**config.mk**
```make
export PLATFORM = sky130hd
export DESIGN_NAME = trng_word_packer_flat
export DESIGN_NICKNAME = d
export VERILOG_FILES = /design/src/rtl/trng_pkg.sv /design/src/rtl/trng_word_packer_if.sv /design/src/rtl/trng_sync_fifo.sv /design/src/rtl/trng_word_packer.sv /design/src/flat_wrapper.sv
export SDC_FILE = /design/constraint.sdc
export NUM_CORES = 1
export LEC_CHECK = 0
export CAP_MARGIN = 10
export CORE_AREA = 4 4 202 204
export DETAILED_ROUTE_END_ITERATION = 10
export DIE_AREA = 0 0 206 208
export PLACE_DENSITY = 0.59
export SYNTH_ARGS = -nofsm -noshare
export SYNTH_HDL_FRONTEND = slang
export SYNTH_SLANG_ARGS = --single-unit
export TNS_END_PERCENT = 30
```
**constraint.sdc**
```tcl
create_clock -name clk -period 3.25 [get_ports clk]
set_input_delay 0.4875 -clock clk [delete_from_list [all_inputs] [get_ports clk]]
set_output_delay 0.4875 -clock clk [all_outputs]
set_load 0.01 [all_outputs]
```
**src/rtl/trng_pkg.sv**
```systemverilog
// rtl/trng_pkg.sv - shared constants and helpers for the TRNG word packer
//
// Purpose: constant clog2, bit-order encoding and the saturating-increment
// rule shared by the packer and its FIFO.
// Ports: none (package).
package trng_pkg;

  // Bit-order encoding, matching the lsb_first input level.
  localparam logic ORDER_MSB = 1'b0;
  localparam logic ORDER_LSB = 1'b1;

  // Ceiling log2, usable in parameter and localparam expressions.
  function automatic int clog2(input int value);
    int r;
    r = 0;
    while ((1 << r) < value) r++;
    return r;
  endfunction

  // Saturating +1 for a counter of 'width' bits (1..64), carried in 64 bits.
  // The ceiling is 2^width-1; 64'd1 << 64 yields 0, so width 64 also works.
  function automatic logic [63:0] sat_inc(input logic [63:0] value,
                                          input int unsigned width);
    logic [63:0] max_val;
    max_val = (64'd1 << width) - 64'd1;
    return (value == max_val) ? value : value + 64'd1;
  endfunction

endpackage

```
**src/rtl/trng_word_packer_if.sv**
```systemverilog
// rtl/trng_word_packer_if.sv - valid/ready word stream out of the packer
//
// Purpose: groups the output handshake of the packer.
// Signals: m_data  WORD_W  head-of-FIFO word (0 when empty)
//          m_valid 1       word available
//          m_ready 1       consumer accepts m_data
// Modports: master (packer side), slave (consumer side).
interface trng_word_packer_if #(
  parameter int WORD_W = 64
);
  logic [WORD_W-1:0] m_data;
  logic              m_valid;
  logic              m_ready;

  modport master (output m_data, output m_valid, input m_ready);
  modport slave  (input m_data, input m_valid, output m_ready);
endinterface

```
**src/rtl/trng_sync_fifo.sv**
```systemverilog
// rtl/trng_sync_fifo.sv - first-word-fall-through synchronous word FIFO
//
// Purpose: small FWFT FIFO; push and pop in the same cycle are accepted even
// when full, because the pop frees the slot the push lands in.
// Ports: clk, rst     clock, asynchronous active-high reset
//        push, wdata  write request / data (ignored when full without pop)
//        pop          read request (ignored when empty)
//        rdata        head word, 0 when empty
//        level        words stored (registered)
//        full, empty  decoded from level
module trng_sync_fifo
  import trng_pkg::*;
#(
  parameter int  WIDTH = 64,
  parameter int  DEPTH = 4,
  localparam int PTR_W = clog2(DEPTH),
  localparam int LVL_W = PTR_W + 1
) (
  input  logic             clk,
  input  logic             rst,
  input  logic             push,
  input  logic [WIDTH-1:0] wdata,
  input  logic             pop,
  output logic [WIDTH-1:0] rdata,
  output logic [LVL_W-1:0] level,
  output logic             full,
  output logic             empty
);

  logic [WIDTH-1:0] mem [DEPTH];
  logic [PTR_W-1:0] wr_ptr;
  logic [PTR_W-1:0] rd_ptr;
  logic             do_push;
  logic             do_pop;

  assign empty   = (level == '0);
  assign full    = (level == LVL_W'(DEPTH));
  assign do_pop  = pop & ~empty;
  assign do_push = push & (~full | do_pop);
  assign rdata   = empty ? '0 : mem[rd_ptr];

  // Pointers wrap naturally since DEPTH is a power of two.
  always_ff @(posedge clk or posedge rst) begin
    if (rst) begin
      wr_ptr <= '0;
      rd_ptr <= '0;
      level  <= '0;
    end else begin
      if (do_push) wr_ptr <= wr_ptr + PTR_W'(1);
      if (do_pop)  rd_ptr <= rd_ptr + PTR_W'(1);
      level <= level + LVL_W'(do_push) - LVL_W'(do_pop);
    end
  end

  // Storage needs no reset: rdata is forced to 0 while empty.
  always_ff @(posedge clk) begin
    if (do_push) mem[wr_ptr] <= wdata;
  end

endmodule

```
**src/rtl/trng_word_packer.sv**
```systemverilog
// rtl/trng_word_packer.sv - packs entropy bits into words with FIFO and drop stats
//
// Purpose: shifts raw entropy bits into WORD_W-bit words (MSB- or LSB-first,
// chosen per word), queues completed words in a FWFT FIFO and counts words
// lost to a full FIFO.
// Ports: clk, rst     clock, asynchronous active-high reset
//        bit_in       entropy bit, bit_valid qualifies it
//        lsb_first    bit order, sampled at the first bit of each word
//        flush        discard the partial word (FIFO kept)
//        clr_stats    clear drop_count and overflow
//        m            word stream (master modport: m_data, m_valid, m_ready)
//        fifo_level   words stored
//        drop_count   saturating count of dropped words
//        overflow     sticky drop flag
module trng_word_packer
  import trng_pkg::*;
#(
  parameter int  WORD_W     = 64,
  parameter int  FIFO_DEPTH = 4,
  parameter int  CNT_W      = 16,
  localparam int LVL_W      = clog2(FIFO_DEPTH) + 1
) (
  input  logic                clk,
  input  logic                rst,
  input  logic                bit_in,
  input  logic                bit_valid,
  input  logic                lsb_first,
  input  logic                flush,
  input  logic                clr_stats,
  trng_word_packer_if.master  m,
  output logic [LVL_W-1:0]    fifo_level,
  output logic [CNT_W-1:0]    drop_count,
  output logic                overflow
);

  localparam int BC_W = clog2(WORD_W);

  logic [WORD_W-1:0] asm_reg;
  logic [WORD_W-1:0] asm_next;
  logic [BC_W-1:0]   bit_cnt;
  logic              order_q;
  logic              cur_order;
  logic              last_bit;
  logic              push;
  logic              pop;
  logic              full;
  logic              empty;
  logic              drop;

  // The first bit of a word uses the live lsb_first; later bits use the
  // order latched with that first bit, so mid-word toggles are ignored.
  assign cur_order = (bit_cnt == '0) ? lsb_first : order_q;
  assign asm_next  = (cur_order == ORDER_LSB) ? {bit_in, asm_reg[WORD_W-1:1]}
                                              : {asm_reg[WORD_W-2:0], bit_in};
  assign last_bit  = (bit_cnt == BC_W'(WORD_W - 1));

  // Flush overrides a coincident bit, including the completing one.
  assign push      = bit_valid & ~flush & last_bit;
  assign m.m_valid = ~empty;
  assign pop       = m.m_valid & m.m_ready;
  assign drop      = push & full & ~pop;

  trng_sync_fifo #(
    .WIDTH (WORD_W),
    .DEPTH (FIFO_DEPTH)
  ) u_fifo (
    .clk   (clk),
    .rst   (rst),
    .push  (push),
    .wdata (asm_next),
    .pop   (pop),
    .rdata (m.m_data),
    .level (fifo_level),
    .full  (full),
    .empty (empty)
  );

  always_ff @(posedge clk or posedge rst) begin
    if (rst) begin
      asm_reg <= '0;
      bit_cnt <= '0;
      order_q <= ORDER_MSB;
    end else if (flush) begin
      asm_reg <= '0;
      bit_cnt <= '0;
    end else if (bit_valid) begin
      if (bit_cnt == '0) order_q <= lsb_first;
      if (last_bit) begin
        asm_reg <= '0;
        bit_cnt <= '0;
      end else begin
        asm_reg <= asm_next;
        bit_cnt <= bit_cnt + BC_W'(1);
      end
    end
  end

  // A drop coinciding with clr_stats is counted after the clear.
  always_ff @(posedge clk or posedge rst) begin
    if (rst) begin
      drop_count <= '0;
      overflow   <= 1'b0;
    end else if (clr_stats) begin
      drop_count <= drop ? CNT_W'(1) : '0;
      overflow   <= drop;
    end else if (drop) begin
      drop_count <= CNT_W'(sat_inc(64'(drop_count), CNT_W));
      overflow   <= 1'b1;
    end
  end

endmodule

```
**src/flat_wrapper.sv**
```systemverilog
// flat-port wrapper written by rule: the top's interface ports become plain ports
module trng_word_packer_flat import trng_pkg::*;
#(
  parameter int  WORD_W     = 64,
  parameter int  FIFO_DEPTH = 4,
  parameter int  CNT_W      = 16,
  localparam int LVL_W      = clog2(FIFO_DEPTH) + 1
)
  (clk, rst, bit_in, bit_valid, lsb_first, flush, clr_stats, fifo_level, drop_count, overflow, m_m_data, m_m_valid, m_m_ready);
  trng_word_packer_if #(.WORD_W(WORD_W)) m_i ();
  input  logic clk;
  input  logic rst;
  input  logic bit_in;
  input  logic bit_valid;
  input  logic lsb_first;
  input  logic flush;
  input  logic clr_stats;
  output logic [LVL_W-1:0] fifo_level;
  output logic [CNT_W-1:0] drop_count;
  output logic overflow;
  output wire logic [$bits(m_i.m_data)-1:0] m_m_data;
  output wire logic [$bits(m_i.m_valid)-1:0] m_m_valid;
  input wire logic [$bits(m_i.m_ready)-1:0] m_m_ready;
  assign m_m_data = m_i.m_data;
  assign m_m_valid = m_i.m_valid;
  assign m_i.m_ready = m_m_ready;
  trng_word_packer #(.WORD_W(WORD_W), .FIFO_DEPTH(FIFO_DEPTH), .CNT_W(CNT_W)) u_core (.clk(clk), .rst(rst), .bit_in(bit_in), .bit_valid(bit_valid), .lsb_first(lsb_first), .flush(flush), .clr_stats(clr_stats), .m(m_i), .fifo_level(fifo_level), .drop_count(drop_count), .overflow(overflow));
endmodule
```
# Word level (Yosys, flattened, before mapping)
# Memories as Yosys holds them, arrays and structs flattened.
# Cells that the tools add are included.
[op_classes]
addsub = 6
n_eq_ne = 4
mux = 17
n_bitwise = 12
reduce_logical = 6
[ops]
columns = ["cell", "count"]
rows = [
  ["2-to-1 mux 64 bit", 5],
  ["2-to-1 mux 16 bit", 3],
  ["2-to-1 mux 6 bit", 3],
  ["adder 16 x 1 -> 16 bit (second input constant)", 1],
  ["== test 16 bit (second input constant)", 1],
  ["bitwise AND 1 bit", 7],
  ["adder 6 x 1 -> 6 bit (second input constant)", 1],
  ["== test 6 bit (second input constant)", 1],
  ["logical NOT 6 bit", 1],
  ["2-to-1 mux 1 bit", 6],
  ["adder 2 x 1 -> 2 bit (second input constant)", 2],
  ["NOT 1 bit", 4],
  ["AND reduction 2 bit", 2],
  ["nonzero test 2 bit", 2],
  ["adder 3 x 1 -> 3 bit", 1],
  ["== test 3 bit (second input constant)", 1],
  ["logical NOT 3 bit", 1],
  ["subtractor 3 x 1 -> 3 bit", 1],
  ["inequality test 2 bit (second input constant)", 1],
  ["OR 1 bit", 1],
]
[word_totals]
reg_bits = 95
mem_bits_rw = 256
input_bits = 8
out_inout_bits = 85
wordCells = 54
memories = 1
[memory_table]
columns = ["memory", "depth", "word_bits", "rd", "rd_clocked_by_memory_dff", "write_ports", "line_no", "text"]
rows = [
  ["u_core.u_fifo.mem", 4, 64, 1, 0, 1, "trng_sync_fifo.sv:30", "logic [WIDTH-1:0] mem [DEPTH];"],
]

# Logic depth before layout (Yosys ltp)
# Gate-level depths: netlist of run 1.
[depth]
ltp_word = 8
ltp_mapped = 9
mapped_depth_nobuf = 9

# Hierarchy
# A second synthesis of run 1 with hierarchy kept.
[hier_totals]
cells_unflattened = 807
area_unflattened_um2 = 14772.9
[by_module_without_submodules]
columns = ["mod", "instances", "cells_each", "area_per_inst_um2", "seq_area_each_um2"]
rows = [
  ["trng_sync_fifo", 1, 443, 10075.9, 7862.5],
  ["trng_word_packer", 1, 364, 4697.0, 2202.1],
]

# Worst setup path after synthesis of run 1
# No wires, ideal clock.
[synth_timing]
path_kind = "input to register"
start = "input port flush"
end = "memory u_core.u_fifo.mem[0][0] (enable)"
arrival_time_ns = 3.122
required_ns = 2.821
setup_slack_ns = -0.300
path_stages = 3
path_buffers = 0
cell_sequence = "nand2b_1 > nor4b_1 > and2_1"
[synth_between]
elab_chain_len = 6
[synth_rtl]
columns = ["element", "line_no", "text"]
rows = [
  ["start, declared", "flat_wrapper.sv:16", "input logic flush;"],
  ["NOT 1 bit", "trng_word_packer.sv:58", "assign push = bit_valid & ~flush & last_bit;"],
  ["bitwise AND 1 bit (2 in a row)", "trng_word_packer.sv:58", ""],
  ["bitwise AND 1 bit", "trng_sync_fifo.sv:39", "assign do_push = push & (~full | do_pop);"],
  ["2-to-1 mux 1 bit", "trng_sync_fifo.sv:57", "if (do_push) mem[wr_ptr] <= wdata;"],
  ["2-to-1 mux 1 bit (not written as such)", "trng_sync_fifo.sv:57", ""],
  ["end, declared", "trng_sync_fifo.sv:30", ""],
]
# Every way passes these cells.

# Worst setup path after layout of run 1
[layout_timing]
start = "register u_core.u_fifo.rd_ptr[0]"
end = "output port m_m_data[55]"
[layout_between]
elab_chain_len = 2
[layout_rtl]
columns = ["element", "line_no", "text"]
rows = [
  ["start, declared", "trng_sync_fifo.sv:32", "logic [PTR_W-1:0] rd_ptr;"],
  ["start signal, assigned", "trng_sync_fifo.sv:50", "if (do_pop) rd_ptr <= rd_ptr + PTR_W'(1);"],
  ["memory (4 x 64 bit)", "n/a", ""],
  ["2-to-1 mux 64 bit", "trng_sync_fifo.sv:40", "assign rdata = empty ? '0 : mem[rd_ptr];"],
  ["end, declared", "flat_wrapper.sv:21", "output wire logic [$bits(m_i.m_data)-1:0] m_m_data;"],
]
# Every way passes these cells.

==> impl_metrics.yaml, run 1 <==
global_routing:
  number_of_antenna_violations_at_the_first_check_in_global_routing: 0
  global_route.usage.total_pct: 13.48
  grt_max_degree: 65
  first_pass_grt_wire_length_um: 45860
  overflow: 0
  grt_pass1_vias: 8070
routing:
  drt_first_pass_iters: 5
  vias: 7397
  routed_wirelength_um: 28620
  number_of_nets_with_antenna_violations_after_routing: 0
  detail_route.iter0.violations: 367
  drc_markers: 0
  routedWlPerCell_um: 19.64
  vias_per_cell: 5.077
critical_path:
  startpoint_type: "flip-flop"
  worst_setup_path_end_kind: "output port"
  r2r_end: "u_core.u_fifo.mem[2][59]$_DFFE_PP_"
  delay_of_the_slowest_cell_on_the_worst_path_ns: 0.56
  critical_path_class: "reg -> out"
  worst_path_fanout_max: 17
  arrival_ns: 2.58
  cp_cell_sequence: "buf_4 -> mux4_2 -> and2_1 -> clkdlybuf4s50_1"
  setup.reg_to_reg.worst_slack_ns: 0.80
  crit_required_ns: 2.76
  timing.critical_path.slowest_stage_cell: "sky130_fd_sc_hd__mux4_2"
  r2r-start: "u_core.bit_cnt[0]$_DFFE_PP0P_"
  worst-r2r-cell-count: 6
layout:
  largest_register_ff_count: 256
  final_core_utilization_pct: 43.90
  num_antenna_cells: 0
  final_layout_size_suffix_gt1_share_pct: 22.42
  fillerInstances: 3503
  layout-area-overhead-vs-synth_pct: 20.56
  ff_latch_area_sq_mm: 0.01007
  commonest_cells_after_routing_fill_and_taps_aside: "sky130_fd_sc_hd__edfxtp_1 (256), sky130_fd_sc_hd__dfrtp_1 (93), sky130_fd_sc_hd__clkdlybuf4s50_1 (92), sky130_fd_sc_hd__and2_1 (65)"
  combined_area_of_the_multi_input_logic_cells_sq_mm: 0.004046
  num-nets-final: 921
  post-route-cell-area_sq_mm: 0.01724
  final_cell_count_no_fill: 1457
  mostFrequentLayoutCell: "sky130_fd_sc_hd__edfxtp_1"
yosys:
  ys_ff_latch: 351
  synth_top_area_cell: "sky130_fd_sc_hd__edfxtp_1"
  synth_area_per_cell_sq_um: 18.12
  synth.area.top_cells: "sky130_fd_sc_hd__edfxtp_1 (54%), sky130_fd_sc_hd__dfrtp_1 (17%), sky130_fd_sc_hd__mux4_2 (10%), sky130_fd_sc_hd__mux2_2 (4.3%), sky130_fd_sc_hd__a22o_1 (3.9%)"
  async_flop_share_pct: 27.07
  postSynthNetCount: 807
  mappedNetlistArea_sq_mm: 0.01430
  synth-warning-count: 0
  synthDistinctLibCells: 41
  synthDominantCellAreaShare_pct: 53.76
  syn_inst: 789
  yosysSeqAreaShare_pct: 70.38
  dominantRegCellSynth: "sky130_fd_sc_hd__edfxtp_1"
  synth_edf_count: 256
placement:
  dp_worst_setup_slack_ns: -0.2603
  place.port_buffers: 92
  place.detailed.hpwl_um: 16460
  place_area_sq_mm: 0.01606
  place_inst: 1387
  gp_congestion: 0.7852
timing:
  period_needed_ns: 3.068
  max_slew_margin_pct: 55.08
  worstMarginPinSlew_ns: 0.6738
  max_freq_ghz: 0.3259
  setup_ws_ns: 0.1818
  final.setup.tns_ns: 0
  final_hold_viol_count: 0
  setup_viol: 0
  final.setup_skew_ns: 0.01746
  finalCritPeriodShare_pct: 94.41
  hold_slack_ns: 0.4187
  rsz_0062_raised_after_global_routing: "false"
  finalMaxSlewViolations: 0
power:
  powerDensity_mw_per_mm2: 625.4
  power_leakage_nw: 6.342
  ir_worst_vdd_mv: 0.6454
  post-layout-total-power_mw: 10.78
cts:
  cts_tree: "yes"
  clockRootBuffer: "sky130_fd_sc_hd__clkbuf_16"
  clock_insertion_delay_worst_skew_ns: 0.53
  clock_tree.htree_level_count: 2
  clk_transition_reported_paths_ns: 0.06
  total_number_of_clock_tree_sinks: 351
  tritoncts.num_buffers: 38
  cts_hold_buffers_added: 0
  cts_post_setup_buffers_inserted: 0
  maximum_count_of_clock_buffers_along_a_single_path: 3
die:
  number_of_ports_placed_on_the_die_boundary: 93
  die_area_sq_mm: 0.04285
  chipWidth_um: 206
  placeableCoreArea_sq_mm: 0.03928
  initial_utilization_pct: 36.41
  die-height_um: 208
  core.rowCount: 73
job:
  max_cap_violations: 0
run_status:
  run_status: "finished, final reports clean"
min_path:
  hold_class: "in -> async"
==> what timing repair did <==
item	in CTS	in global routing
hold endpoints to repair	0	0
resized for setup	0	1
setup endpoints to repair	0	11
==> Yosys cell counts (all sizes together) (2+ instances only) <==
cell    instances
a21oi           4
nor4            4
nand4           5
ha              9
o211ai          3
mux2i           2
edfxtp        256
nand2          18
and3            4
a22o           64
nor2           15
buf            15
xnor2           4
mux4           64
or3             2
dfrtp          95
nor2b           2
inv            11
clkbuf         27
nand3          11
and2           69
o21ai          10
and4            4
mux2           65
xor2           12
o31ai           5
==> report_power, final <==
part	internal (mW)	switching (mW)
Clock	2.39	1.68
Sequential	4.82	0.0517
Combinational	0.913	0.934
Total	8.12	2.66
==> layout make-up <==
cell class | instances | area share (%)
multi-input combinational | 385 | 23.47
tap | 525 | 3.810
inverter | 11 | 0.2540
sequential | 351 | 58.41
clock inverter | 12 | 0.5298
timing repair buffer | 116 | 7.243
clock buffer | 57 | 6.285
==> worst max path at each step <==
stage	slack (ns)	endpoint	from	depth (start not counted)
floorplan	-0.30	u_core.u_fifo.mem[0][0]$_DFFE_PP_	flush	3
global placement	-0.19	u_core.u_fifo.level[2]$_DFF_PP0_	flush	9
detailed placement	-0.26	u_core.u_fifo.mem[2][59]$_DFFE_PP_	flush	5
CTS	0.03	m_m_data[53]	u_core.u_fifo.level[1]$_DFF_PP0_	4
global route	0.06	m_m_data[55]	u_core.u_fifo.rd_ptr[0]$_DFFE_PP0N_	4
finish	0.18	m_m_data[55]	u_core.u_fifo.rd_ptr[0]$_DFFE_PP0N_	4
==> critical path: cells and delay by family (launching register included) <==
kind                   cells  cell delay (ns)
AND/OR/NAND/NOR            1             0.21
flip-flops                 1             0.45
multiplexers               1             0.56
buffers and inverters      2             0.84
==> logic make-up (layout without fill, tap and decap cells) <==
logic type / Yosys count / in the layout / synth area share, %
mux: 131 / 131 / 15.43
compound gates: 88 / 88 / 4.935
simple gates: 140 / 140 / 5.862
xor+xnor: 16 / 16 / 0.9799
flops: 351 / 351 / 70.38
fa+ha+maj: 10 / 10 / 0.9275
buf+inv: 53 / 196 / 1.487
==> routing by layer <==
metal  part of all wire (%)  global-route usage, %  vias to the layer above
met5                      0                      0                        -
met4                    1.6                  3.212                        0
met3                    4.6                  2.852                       40
met2                     49                  21.47                      136
met1                     45                  19.15                     3877
li1                       -                      -                     3344
Note: power is estimated with default switching activity, not from simulation.
==> run 2: changes to the inputs <==
Settings changed: GPL_TIMING_DRIVEN set to 0.
==> run 2 against run 1 <==
Via count increased by 2.0%. Utilization increased by 0.52 points. Die area unchanged. Clock-buffer cell count unchanged. Wire length increased by 2.6%. Sequential power about the same. Largest cell class unchanged.
==> impl_metrics.yaml, run 2 (synthesis results as in run 1) <==
critical_path:
  startpoint_type: "flip-flop"
  worst_path_fanout_max: 19
  worst_setup_path_end_kind: "output port"
  endpoint: "m_m_data[45]"
  crit_required_ns: 2.76
  worst_setup_path_startpoint: "u_core.u_fifo.level[1]$_DFF_PP0_"
  worst-r2r-cell-count: 6
  critical_path_class: "reg -> out"
  r2r-start: "u_core.bit_cnt[0]$_DFFE_PP0P_"
  arrival_ns: 2.65
  r2r_end: "u_core.u_fifo.mem[2][19]$_DFFE_PP_"
  setup.reg_to_reg.worst_slack_ns: 0.29
layout:
  mostFrequentLayoutCell: "sky130_fd_sc_hd__edfxtp_1"
  final_core_utilization_pct: 44.41
  num_antenna_cells: 0
  commonest_cells_after_routing_fill_and_taps_aside: "sky130_fd_sc_hd__edfxtp_1 (256), sky130_fd_sc_hd__dfrtp_1 (95), sky130_fd_sc_hd__clkdlybuf4s50_1 (92), sky130_fd_sc_hd__and2_1 (65)"
  largest_register_ff_count: 256
  layout-area-overhead-vs-synth_pct: 21.98
  num-nets-final: 945
  final_cell_count_no_fill: 1483
  fillerInstances: 3488
  post-route-cell-area_sq_mm: 0.01744
  final_layout_size_suffix_gt1_share_pct: 22.65
timing:
  final.setup_skew_ns: 0.02294
  setup_ws_ns: 0.1162
  worstMarginPinSlew_ns: 1.112
  rsz_0062_raised_after_global_routing: "true"
  final_hold_viol_count: 0
  max_slew_margin_pct: 25.59
  final.setup.tns_ns: 0
  finalMaxSlewViolations: 0
  setup_viol: 0
  period_needed_ns: 3.134
  max_freq_ghz: 0.3191
  finalCritPeriodShare_pct: 96.42
  hold_slack_ns: 0.3124
routing:
  drc_markers: 0
  number_of_nets_with_antenna_violations_after_routing: 0
  drt_first_pass_iters: 4
  vias: 7543
  vias_per_cell: 5.086
  routedWlPerCell_um: 19.80
  detail_route.iter0.violations: 453
  routed_wirelength_um: 29370
placement:
  place_area_sq_mm: 0.01604
  place.port_buffers: 92
  dp_worst_setup_slack_ns: -0.2951
  place_inst: 1412
  place.detailed.hpwl_um: 18330
  gp_congestion: 0.7820
power:
  total_switching_power_mw: 2.772
  power.switching_fraction_pct: 24.48
  p_int_mw: 8.551
  comb_power_share_pct: 17.0
  powerDensity_mw_per_mm2: 649.1
  power_leakage_nw: 6.455
  ir_worst_vdd_mv: 0.3743
  power.share.clock_pct: 40.1
  share_of_power_burned_in_registers_pct: 42.9
  post-layout-total-power_mw: 11.32
global_routing:
  number_of_antenna_violations_at_the_first_check_in_global_routing: 0
  first_pass_grt_wire_length_um: 46860
  global_route.usage.total_pct: 13.74
  overflow: 0
  grt_pass1_vias: 8155
  grt_max_degree: 67
die:
  die_area_sq_mm: 0.04285
  placeableCoreArea_sq_mm: 0.03928
  initial_utilization_pct: 36.41
  number_of_ports_placed_on_the_die_boundary: 93
  core.rowCount: 73
  chipWidth_um: 206
  die-height_um: 208
cts:
  tritoncts.num_buffers: 39
  cts_tree: "yes"
  clock_insertion_delay_worst_skew_ns: 0.53
  cts_post_setup_buffers_inserted: 0
  clock_tree.htree_level_count: 2
  clockRootBuffer: "sky130_fd_sc_hd__clkbuf_16"
  maximum_count_of_clock_buffers_along_a_single_path: 3
  total_number_of_clock_tree_sinks: 351
  clk_transition_reported_paths_ns: 0.06
job:
  max_cap_violations: 0
run_status:
  run_status: "finished, final reports clean"
min_path:
  hold_class: "in -> async"
-- run 2: worst max-delay path: stages (launching register included) --
cell and delay, ns:
sky130_fd_sc_hd__dfrtp_1 0.43, sky130_fd_sc_hd__or3_2 0.58, sky130_fd_sc_hd__buf_8 0.21, sky130_fd_sc_hd__clkbuf_4 0.21, sky130_fd_sc_hd__and2_1 0.20, sky130_fd_sc_hd__clkdlybuf4s50_1 0.49
-- run 2: worst min-delay path by stage --
stage | depth (start not counted) | startpoint | slack [ns] | to
4_1_cts | 2 | rst | 0.32 | u_core.overflow$_DFFE_PP0P_
3_5_place_dp | 1 | u_core.overflow$_DFFE_PP0P_ | 0.48 | u_core.overflow$_DFFE_PP0P_
5_1_grt | 2 | rst | 0.35 | u_core.overflow$_DFFE_PP0P_
3_3_place_gp | 1 | u_core.overflow$_DFFE_PP0P_ | 0.47 | u_core.overflow$_DFFE_PP0P_
2_1_floorplan | 1 | u_core.asm_reg[63]$_DFFE_PP0P_ | 0.47 | u_core.asm_reg[63]$_DFFE_PP0P_
6_report | 2 | rst | 0.31 | u_core.overflow$_DFFE_PP0P_
-- run 2: repair_timing --
action                     CTS  global route
hold buffers                 0             0
setup endpoints to repair   64            44
gates resized for setup     21             9
-- run 2: power by group through the flow --
| stage | logic (mW) | clock network, mW | registers, mW |
|---|---|---|---|
| global placement | 1.92 | 0 | 4.94 |
| CTS | 1.99 | 4.66 | 4.85 |
| finish | 1.93 | 4.54 | 4.85 |
| detailed placement | 1.94 | 0 | 4.94 |
| floorplan | 1.15 | 0 | 4.94 |
| global route | 2.10 | 4.84 | 4.86 |
-- run 2: area by class of cell --
class	instances	area, sq um	area share (%)
Sequential cell	351	10060	57.70
Clock inverter	15	215.2	1.234
Multi-Input combinational cell	385	4033	23.12
Timing Repair Buffer	98	1070	6.133
Tap cell	525	656.9	3.766
Inverter	11	43.79	0.2511
Clock buffer	57	1135	6.506
Buffer	41	225.2	1.291
-- run 2: metal layers --
| layer | track usage (%) | share of wire (%) | routed length, um | vias up |
|---|---|---|---|---|
| li1 | - | - | - | 3393 |
| met1 | 19.20 | 45 | 13210 | 3962 |
| met2 | 22.59 | 49 | 14300 | 150 |
| met3 | 2.322 | 4.2 | 1247 | 38 |
| met4 | 3.396 | 2.1 | 604 | 0 |
| met5 | 0 | 0 | 0 | - |
==> run 3: changes to the inputs <==
Settings changed: CORE_AREA 4 4 202 204 to 4 4 170 172, DIE_AREA 0 0 206 208 to 0 0 174 176, PLACE_DENSITY 0.59 to 0.78.
==> run 3 against run 2 <==
Flip-flop and latch count is the same. Register-to-register slack improved by 0.13 ns. Largest cell class unchanged. Final area is 2.3% lower. Utilization rose by 18 points. Clock power down 8.6%. Largest power group unchanged. First-iteration DRC count up 49%. Total power down 3.9%.
==> impl_metrics.yaml, run 3 (synthesis results as in run 1) <==
layout:
  mostFrequentLayoutCell: "sky130_fd_sc_hd__edfxtp_1"
  fillerInstances: 1926
  num_antenna_cells: 0
  layout-area-overhead-vs-synth_pct: 19.21
  commonest_cells_after_routing_fill_and_taps_aside: "sky130_fd_sc_hd__edfxtp_1 (256), sky130_fd_sc_hd__dfrtp_1 (95), sky130_fd_sc_hd__clkdlybuf4s50_1 (92), sky130_fd_sc_hd__and2_1 (65)"
  final_layout_size_suffix_gt1_share_pct: 21.60
  num-nets-final: 941
  final_core_utilization_pct: 62.04
  largest_register_ff_count: 256
  final_cell_count_no_fill: 1295
timing:
  setup_ws_ns: 0.1418
  finalMaxSlewViolations: 0
  rsz_0062_raised_after_global_routing: "false"
  max_freq_ghz: 0.3217
  final_hold_viol_count: 0
  period_needed_ns: 3.108
  final.setup.tns_ns: 0
  max_slew_margin_pct: 22.32
  finalCritPeriodShare_pct: 95.64
  final.setup_skew_ns: 0.009944
  worstMarginPinSlew_ns: 1.161
  setup_viol: 0
critical_path:
  arrival_ns: 2.62
  timing.critical_path.slowest_stage_cell: "sky130_fd_sc_hd__mux4_2"
  critical_path_class: "reg -> out"
  worstPathBufferInverterCount: 3
  cp_cell_sequence: "buf_4 -> buf_6 -> mux4_2 -> and2_1 -> clkdlybuf4s50_1"
  worst_path_fanout_max: 10
  cp_top_family: "buffers and inverters"
  worst_setup_path_end_kind: "output port"
  crit_required_ns: 2.76
  startpoint_type: "flip-flop"
  delay_of_the_slowest_cell_on_the_worst_path_ns: 0.54
die:
  placeableCoreArea_sq_mm: 0.02748
  number_of_ports_placed_on_the_die_boundary: 93
  initial_utilization_pct: 52.04
  core.rowCount: 61
  chipWidth_um: 174
  die_area_sq_mm: 0.03062
  die-height_um: 176
placement:
  place_inst: 1232
  gp_congestion: 0.7821
  dp_worst_setup_slack_ns: -0.5784
  place.port_buffers: 92
  place.detailed.hpwl_um: 17150
global_routing:
  overflow: 0
  number_of_antenna_violations_at_the_first_check_in_global_routing: 0
  global_route.usage.total_pct: 18.34
  grt_pass1_vias: 8069
  grt_max_degree: 58
  first_pass_grt_wire_length_um: 44560
routing:
  number_of_nets_with_antenna_violations_after_routing: 0
  drt_first_pass_iters: 5
  drc_markers: 0
  detail_route.iter0.violations: 673
  routedWlPerCell_um: 21.31
  routed_wirelength_um: 27600
  vias: 7531
  vias_per_cell: 5.815
power:
  ir_worst_vdd_mv: 0.3855
  powerDensity_mw_per_mm2: 638.2
  post-layout-total-power_mw: 10.88
  power_leakage_nw: 6.360
min_path:
  hold_class: "in -> async"
cts:
  clk_transition_reported_paths_ns: 0.06
  cts_hold_buffers_added: 0
  cts_tree: "yes"
  maximum_count_of_clock_buffers_along_a_single_path: 3
  clock_insertion_delay_worst_skew_ns: 0.51
  tritoncts.num_buffers: 36
  clockRootBuffer: "sky130_fd_sc_hd__clkbuf_16"
  total_number_of_clock_tree_sinks: 351
  clock_tree.htree_level_count: 2
job:
  max_cap_violations: 0
run_status:
  run_status: "finished, final reports clean"
[run 3: cell count changes in the layout (fill, tap and decap cells not counted), sizes merged]
cell	before	now
clkinv	9	4
clkinvlp	0	1
buf	20	18
bufinv	5	4
clkbuf	82	80
[run 3: metrics by stage]
| stage | cell area (sq um) | hold slack [ns] |
|---|---|---|
| final | 17050 | 0.3760 |
| after global routing | 17050 | 0.4297 |
| after CTS | 17040 | 0.3841 |
| after detailed placement | 15800 | 0.4887 |
| after global placement | 15660 | 0.4916 |
| after floorplan | 14300 | 0.4657 |
[run 3: layout make-up]
| cell class | instances | area [sq um] | share of cell area, % |
|---|---|---|---|
| clock inverters | 10 | 153.9 | 0.9028 |
| well taps | 346 | 432.9 | 2.539 |
| repair buffers | 97 | 1059 | 6.209 |
| multi-input cells | 385 | 4043 | 23.71 |
| plain buffers | 41 | 210.2 | 1.233 |
| clock buffers | 54 | 1041 | 6.106 |
| flip-flops and latches | 351 | 10060 | 59.04 |
| inverters | 11 | 43.79 | 0.2569 |
[run 3: path summary, 6_finish.rpt]
kind / start / to / slack (ns) / depth (start not counted)
max in group asynchronous: rst / u_core.asm_reg[2]$_DFFE_PP0P_ / 2.19 / 3
min in group clk: u_core.overflow$_DFFE_PP0P_ / u_core.overflow$_DFFE_PP0P_ / 0.51 / 1
worst max-delay path: u_core.u_fifo.rd_ptr[0]$_DFFE_PP0N_ / m_m_data[44] / 0.14 / 5
worst min-delay path: rst / u_core.drop_count[15]$_DFFE_PP0P_ / 0.38 / 2
worst max register to register: u_core.bit_cnt[0]$_DFFE_PP0P_ / u_core.u_fifo.level[2]$_DFF_PP0_ / 0.42 / 9
worst min register to register: u_core.overflow$_DFFE_PP0P_ / u_core.overflow$_DFFE_PP0P_ / 0.51 / 1
[run 3: metal layers]
metal  vias up  track usage (%)  wire (um)
met2       184            30.26      13700
met3        47            3.405       1334
met5         -                0          0
li1       3378                -          -
met4         0            5.180        686
met1      3922            25.52      11880
[run 3: what timing repair did]
item                       4_1_cts  5_1_grt
setup endpoints to repair       60       13
gates resized for setup         17        2
setup buffers                    0        0
pin swaps                        0        0
gates cloned                     0        0
[run 3: report_power, final]
| group | switching [mW] | internal [mW] | total, mW |
|---|---|---|---|
| Clock | 1.62 | 2.54 | 4.15 |
| Sequential | 0.0424 | 4.81 | 4.85 |
| Combinational | 0.974 | 0.900 | 1.87 |
